**config.mk**
```make
export PLATFORM = sky130hd
export DESIGN_NAME = period_meter
export DESIGN_NICKNAME = d
export VERILOG_FILES = /design/src/rtl/period_meter_pkg.sv /design/src/rtl/sig_sync_edge.sv /design/src/rtl/period_meter.sv
export SDC_FILE = /design/constraint.sdc
export NUM_CORES = 1
export LEC_CHECK = 0
export ABC_AREA = 1
export BUFFER_PORTS_ARGS = -buffer_cell sky130_fd_sc_hd__clkbuf_2
export CAP_MARGIN = 20
export CORE_MARGIN = 2
export CORE_UTILIZATION = 45
export DETAILED_ROUTE_END_ITERATION = 8
export GPL_TIMING_DRIVEN = 0
export HOLD_SLACK_MARGIN = 0.03
export REMOVE_ABC_BUFFERS = 1
export SLEW_MARGIN = 15
export SYNTH_ARGS = -nofsm -noshare
export SYNTH_HDL_FRONTEND = slang
export SYNTH_SLANG_ARGS = --single-unit
export TNS_END_PERCENT = 1
```
**constraint.sdc**
```tcl
create_clock -name clk -period 2.5 [get_ports clk]
set_input_delay 0.75 -clock clk [delete_from_list [all_inputs] [get_ports clk]]
set_output_delay 0.75 -clock clk [all_outputs]
set_load 0.005 [all_outputs]
```
**src/rtl/period_meter_pkg.sv**
```systemverilog
// Shared types and defaults for the period meter.
// Optional glitch filter is enabled by PERIOD_METER_FILTER_EN.
package period_meter_pkg;

    localparam int DEF_COUNT_WIDTH = 14;
    localparam int DEF_FILTER_LEN  = 3;

    typedef enum logic {
        ST_IDLE    = 1'b0,
        ST_MEASURE = 1'b1
    } state_t;

endpackage

```
**src/rtl/sig_sync_edge.sv**
```systemverilog
// Synchronizer, optional glitch filter and edge detector.
// Filter is built only when PERIOD_METER_FILTER_EN is defined.
module sig_sync_edge
    import period_meter_pkg::*;
#(
    parameter int FILTER_LEN = DEF_FILTER_LEN
) (
    input  logic clk,
    input  logic rst_n,
    input  logic sig_in,
    output logic level,
    output logic sig_edge
);

    if (FILTER_LEN < 1) begin : g_bad_len
        $error("FILTER_LEN must be at least 1");
    end

    logic s1;
    logic s2;
    logic s3;

`ifdef PERIOD_METER_FILTER_EN
    localparam int FCW = $clog2(FILTER_LEN + 1);

    logic           filt;
    logic [FCW-1:0] fcnt;

    // two-flop synchronizer; s3 tracks the filtered level
    always_ff @(posedge clk or negedge rst_n) begin
        if (!rst_n) begin
            s1 <= 1'b0;
            s2 <= 1'b0;
            s3 <= 1'b0;
        end else begin
            s1 <= sig_in;
            s2 <= s1;
            s3 <= filt;
        end
    end

    // accept a new level only after FILTER_LEN stable cycles
    always_ff @(posedge clk or negedge rst_n) begin
        if (!rst_n) begin
            filt <= 1'b0;
            fcnt <= '0;
        end else if (s2 == filt) begin
            fcnt <= '0;
        end else if (fcnt == FCW'(FILTER_LEN - 1)) begin
            filt <= s2;
            fcnt <= '0;
        end else begin
            fcnt <= fcnt + FCW'(1);
        end
    end

    assign sig_edge = filt ^ s3;
    assign level    = s3;
`else
    // two-flop synchronizer plus history flop
    always_ff @(posedge clk or negedge rst_n) begin
        if (!rst_n) begin
            s1 <= 1'b0;
            s2 <= 1'b0;
            s3 <= 1'b0;
        end else begin
            s1 <= sig_in;
            s2 <= s1;
            s3 <= s2;
        end
    end

    assign sig_edge = s2 ^ s3;
    assign level    = s3;
`endif

endmodule

```
**src/rtl/period_meter.sv**
```systemverilog
// Half-period meter with valid/ready result and overrun flag.
// Glitch filter in sig_sync_edge via PERIOD_METER_FILTER_EN.
module period_meter
    import period_meter_pkg::*;
#(
    parameter int COUNT_WIDTH = DEF_COUNT_WIDTH,
    parameter int FILTER_LEN  = DEF_FILTER_LEN
) (
    input  logic                   clk,
    input  logic                   rst_n,
    input  logic                   sig_in,
    input  logic                   meas_ready,
    output logic                   meas_valid,
    output logic [COUNT_WIDTH-1:0] half_period,
    output logic                   meas_level,
    output logic                   overflow,
    output logic                   overrun
);

    localparam logic [COUNT_WIDTH-1:0] CNT_MAX = '1;

    logic level;
    logic sig_edge;

    state_t                 state;
    state_t                 state_n;
    logic [COUNT_WIDTH-1:0] count;
    logic [COUNT_WIDTH-1:0] count_n;
    logic                   res_load;
    logic [COUNT_WIDTH-1:0] res_hp;
    logic                   res_lvl;
    logic                   res_ovf;

    sig_sync_edge #(
        .FILTER_LEN(FILTER_LEN)
    ) u_sync (
        .clk     (clk),
        .rst_n   (rst_n),
        .sig_in  (sig_in),
        .level   (level),
        .sig_edge(sig_edge)
    );

    // next state, counter update and result capture
    always_comb begin
        state_n  = state;
        count_n  = count;
        res_load = 1'b0;
        res_hp   = '0;
        res_lvl  = level;
        res_ovf  = 1'b0;
        unique case (state)
            ST_IDLE: begin
                if (sig_edge) begin
                    count_n = '0;
                    state_n = ST_MEASURE;
                end
            end
            ST_MEASURE: begin
                if (count == CNT_MAX) begin
                    res_load = 1'b1;
                    res_hp   = CNT_MAX;
                    res_ovf  = 1'b1;
                    count_n  = '0;
                    if (!sig_edge) begin
                        state_n = ST_IDLE;
                    end
                end else if (sig_edge) begin
                    res_load = 1'b1;
                    res_hp   = count + COUNT_WIDTH'(1);
                    count_n  = '0;
                end else begin
                    count_n = count + COUNT_WIDTH'(1);
                end
            end
            default: begin
                state_n = ST_IDLE;
                count_n = '0;
            end
        endcase
    end

    // FSM state and measurement counter
    always_ff @(posedge clk or negedge rst_n) begin
        if (!rst_n) begin
            state <= ST_IDLE;
            count <= '0;
        end else begin
            state <= state_n;
            count <= count_n;
        end
    end

    // result register with hold, handshake and overrun
    always_ff @(posedge clk or negedge rst_n) begin
        if (!rst_n) begin
            meas_valid  <= 1'b0;
            half_period <= '0;
            meas_level  <= 1'b0;
            overflow    <= 1'b0;
            overrun     <= 1'b0;
        end else if (res_load) begin
            if (!meas_valid || meas_ready) begin
                meas_valid  <= 1'b1;
                half_period <= res_hp;
                meas_level  <= res_lvl;
                overflow    <= res_ovf;
            end else begin
                overrun <= 1'b1;
            end
        end else if (meas_valid && meas_ready) begin
            meas_valid <= 1'b0;
        end
    end

endmodule

```
==> results.sh <==
export IMPL_row_count=23
export IMPL_worst_hold_path_class="reg -> reg"
export IMPL_drt_total_wl_um=3549
export IMPL_p_sw_share_pct=23.81
export IMPL_maxClockFrequency_mhz=510.3
export IMPL_post_synthesis_async_set_or_reset_flop_share_pct=100.0
export IMPL_setup_tns_final_ns=0
export IMPL_worst_path_buf_inv=1
export IMPL_comb_power_share_pct=7.9
export IMPL_layout_drive_gt1_share_pct=20.99
export IMPL_timing_final_hold_violations=0
export IMPL_post_synth_top_area_cell="sky130_fd_sc_hd__dfrtp_1"
export IMPL_critical_path_class="reg -> reg"
export IMPL_avgViaCountPerCell=4.870
export IMPL_netlist_cell_type_count=25
export IMPL_synthesized_area_divided_by_synthesized_cell_count_um2=8.276
export IMPL_synth_cell_area_mm2=0.001804
export IMPL_report_final_setup_viol=0
export IMPL_dieWidth_um=67.32
export IMPL_pwr_density_cell_mw_per_mm2=592.4
export IMPL_place_gp_congestion=0.8414
export IMPL_route_antenna_remaining_nets=0
export IMPL_intPower_mw=0.9273
export IMPL_global_route_overflow_total=0
export IMPL_critical_path_startpoint_type="flip-flop"
export IMPL_critical_path_top_delay_family="simple AND/OR/NAND/NOR gates"
export IMPL_final_setup_skew_ns=0.004550
export IMPL_tritoncts_num_sinks=36
export IMPL_first_pass_iters=5
export IMPL_fp_dieH_um=67.32
export IMPL_layout_min_cycle_time_ns=1.960
export IMPL_timing_critical_path_slowest_stage_cell="sky130_fd_sc_hd__dfrtp_1"
export IMPL_post_cts_resize_count=0
export IMPL_final_fill_count=377
export IMPL_worst_max_slew_pin_slew_ns=0.8964
export IMPL_detail_route_iter0_violations=62
export IMPL_minimum_hold_slack_ns=0.3496
export IMPL_crit_path_end_kind="flip-flop"
export IMPL_critical_path_arrival_ns=2.13
export IMPL_area_growth_synth_to_final_pct=13.87
export IMPL_flop_pwr_share_pct=50.4
export IMPL_port_buffers=21
export IMPL_grt_pass1_vias=1255
export IMPL_crit_path_cell_trace="ha_1 > nand2_2 > nor2_4 > nand2_4 > clkinv_4 > nand2_4 > nand2_4 > nand3_2 > nand2_1 > o21ai_2"
export IMPL_floorplan_io_pins=22
export IMPL_ys_warn_count=0
export IMPL_power_leakage_nw=1.107
export IMPL_cts_setup_buffers=0
export IMPL_run_status="finished, final reports clean"
export IMPL_cts_made_buffers=5
export IMPL_layout_cells_most_common="sky130_fd_sc_hd__nand2_1"
export IMPL_path_max_fanout=20
export IMPL_initial_core_util_pct=45.76
export IMPL_critPathMaxStageDelay_ns=0.41
export IMPL_yosys_top_cells_area="sky130_fd_sc_hd__dfrtp_1, sky130_fd_sc_hd__nand2_1, sky130_fd_sc_hd__inv_1, sky130_fd_sc_hd__nand3_1, sky130_fd_sc_hd__o21ai_0"
export IMPL_worstPathRequired_ns=2.67
export IMPL_cts_max_level=2
export IMPL_layout_common_cells="sky130_fd_sc_hd__nand2_1, sky130_fd_sc_hd__dfrtp_1, sky130_fd_sc_hd__clkbuf_2"
export IMPL_wl_per_cell_um=12.11
export IMPL_nets=247
export IMPL_timing_max_transition_violations_final=0
export IMPL_slew_limit_headroom_pct=40.24
export IMPL_synth_enable_flop_cells=0
export IMPL_grt_max_degree=37
export IMPL_power_clock_fraction_pct=41.7
export IMPL_synth_cells=218
export IMPL_max_vdd_ir_drop_mv=0.3151
export IMPL_grtUsageTotal_pct=17.92
export IMPL_final_area_mm2=0.002054
export IMPL_clock_insertion_delay_at_the_later_pin_of_the_skew_report_ns=0.29
export IMPL_grt_antenna_before_repair=0
export IMPL_ctsHoldBuffers=0
export IMPL_cts_reportedPaths_clkPinSlew_ns=0.07
export IMPL_drv_max_cap_violation_count=0
export IMPL_placed_cell_area_mm2=0.001943
export IMPL_n_antenna_cell=0
export IMPL_cts_root_buf="sky130_fd_sc_hd__clkbuf_8"
export IMPL_area_inside_the_core_boundary_mm2=0.003943
export IMPL_postSynthRegisterBits=36
export IMPL_fp_dieArea_mm2=0.004532
export IMPL_ys_flop_type="sky130_fd_sc_hd__dfrtp_1"
export IMPL_post_dp_hpwl_um=2427
export IMPL_netlist_area_leader_share_pct=49.93
export IMPL_synth_seq_area_share_pct=49.93
export IMPL_num_vias=1427
export IMPL_p_sw_mw=0.2898
export IMPL_critPathMostFrequentCell="sky130_fd_sc_hd__nand2_4"
export IMPL_cts_tree="yes"
export IMPL_post_route_drc_count=0
export IMPL_timing_final_crit_share_pct=78.38
export IMPL_clockBufferDepth=2
export IMPL_wire_length_of_the_first_global_routing_pass_um=5996
export IMPL_grt_setup_unrepaired="false"
power by group through the flow:
stage                     Clock, mW  Combinational (mW)  Sequential [mW]
after floorplan                   0              0.0556            0.625
after global placement            0              0.0982            0.624
after detailed placement          0              0.0998            0.625
after CTS                     0.522               0.100            0.613
after global routing          0.538               0.113            0.615
final                         0.507              0.0966            0.613
worst paths after layout:
kind	start	to	slack, ns	depth (start not counted)
min reg2reg	u_sync.s1$_DFF_PN0_	u_sync.s2$_DFF_PN0_	0.35	0
max in group asynchronous	rst_n	u_sync.s2$_DFF_PN0_	1.36	1
max reg2reg	count[0]$_DFFE_PN0P_	half_period[1]$_DFFE_PN0P_	0.54	10
min in group asynchronous	rst_n	half_period[11]$_DFFE_PN0P_	0.58	1
max	count[0]$_DFFE_PN0P_	half_period[1]$_DFFE_PN0P_	0.54	10
min	u_sync.s1$_DFF_PN0_	u_sync.s2$_DFF_PN0_	0.35	0
cells in the mapped netlist (all sizes together) (4+ instances only):
cell,count
buf,4
dfrtp,36
inv,20
nand2,94
nand3,14
nand4,4
nor2,13
o21ai,15
o22ai,7
xor2,5
state kept, by name (all words and copies together), names as in the netlist:
signal,count
count,14
half_period,14
meas_level,1
meas_valid,1
overflow,1
overrun,1
state,1
u_sync.level,1
u_sync.s1,1
u_sync.s2,1
metrics by stage:
| stage | util (%) | total power [mW] | cells | setup WS, ns |
|---|---|---|---|---|
| 5_1_grt | 52.11 | 1.266 | 293 | 0.3426 |
| 4_1_cts | 52.11 | 1.235 | 293 | 0.5073 |
| 3_3_place_gp | 49.29 | 0.7218 | 285 | 0.5118 |
| 2_1_floorplan | - | 0.6802 | 214 | 0.8417 |
| 6_report | 52.11 | 1.217 | 293 | 0.5404 |
| 3_5_place_dp | 49.29 | 0.7244 | 285 | 0.5170 |
per-layer routing:
layer	GRT usage (%)	wire, um	vias to the layer above
met5	0	0	-
met4	6.888	58	0
met3	3.500	131	5
met2	26.86	1565	28
met1	25.64	1794	650
li1	-	-	744
kinds of logic after synthesis:
group                    count (synthesis)  share of synthesized area [%]
buffers and inverters                   25                          6.241
AO/OA/AOI/OAI                           24                          8.183
adder cells (fa/ha/maj)                  1                         0.6934
XOR/XNOR                                 5                          2.427
flip-flops                              36                          49.93
AND/OR/NAND/NOR                        127                          32.52
final cells by class:
| cell class | instances | area [um^2] | area share, % |
|---|---|---|---|
| Tap cell | 50 | 62.56 | 3.045 |
| Clock inverter | 3 | 42.54 | 2.071 |
| Timing Repair Buffer | 21 | 105.1 | 5.116 |
| Multi-Input combinational cell | 157 | 790.8 | 38.49 |
| Clock buffer | 5 | 68.82 | 3.350 |
| Sequential cell | 36 | 900.9 | 43.85 |
| Inverter | 21 | 83.83 | 4.080 |
Power figures use the tool's default switching activity.
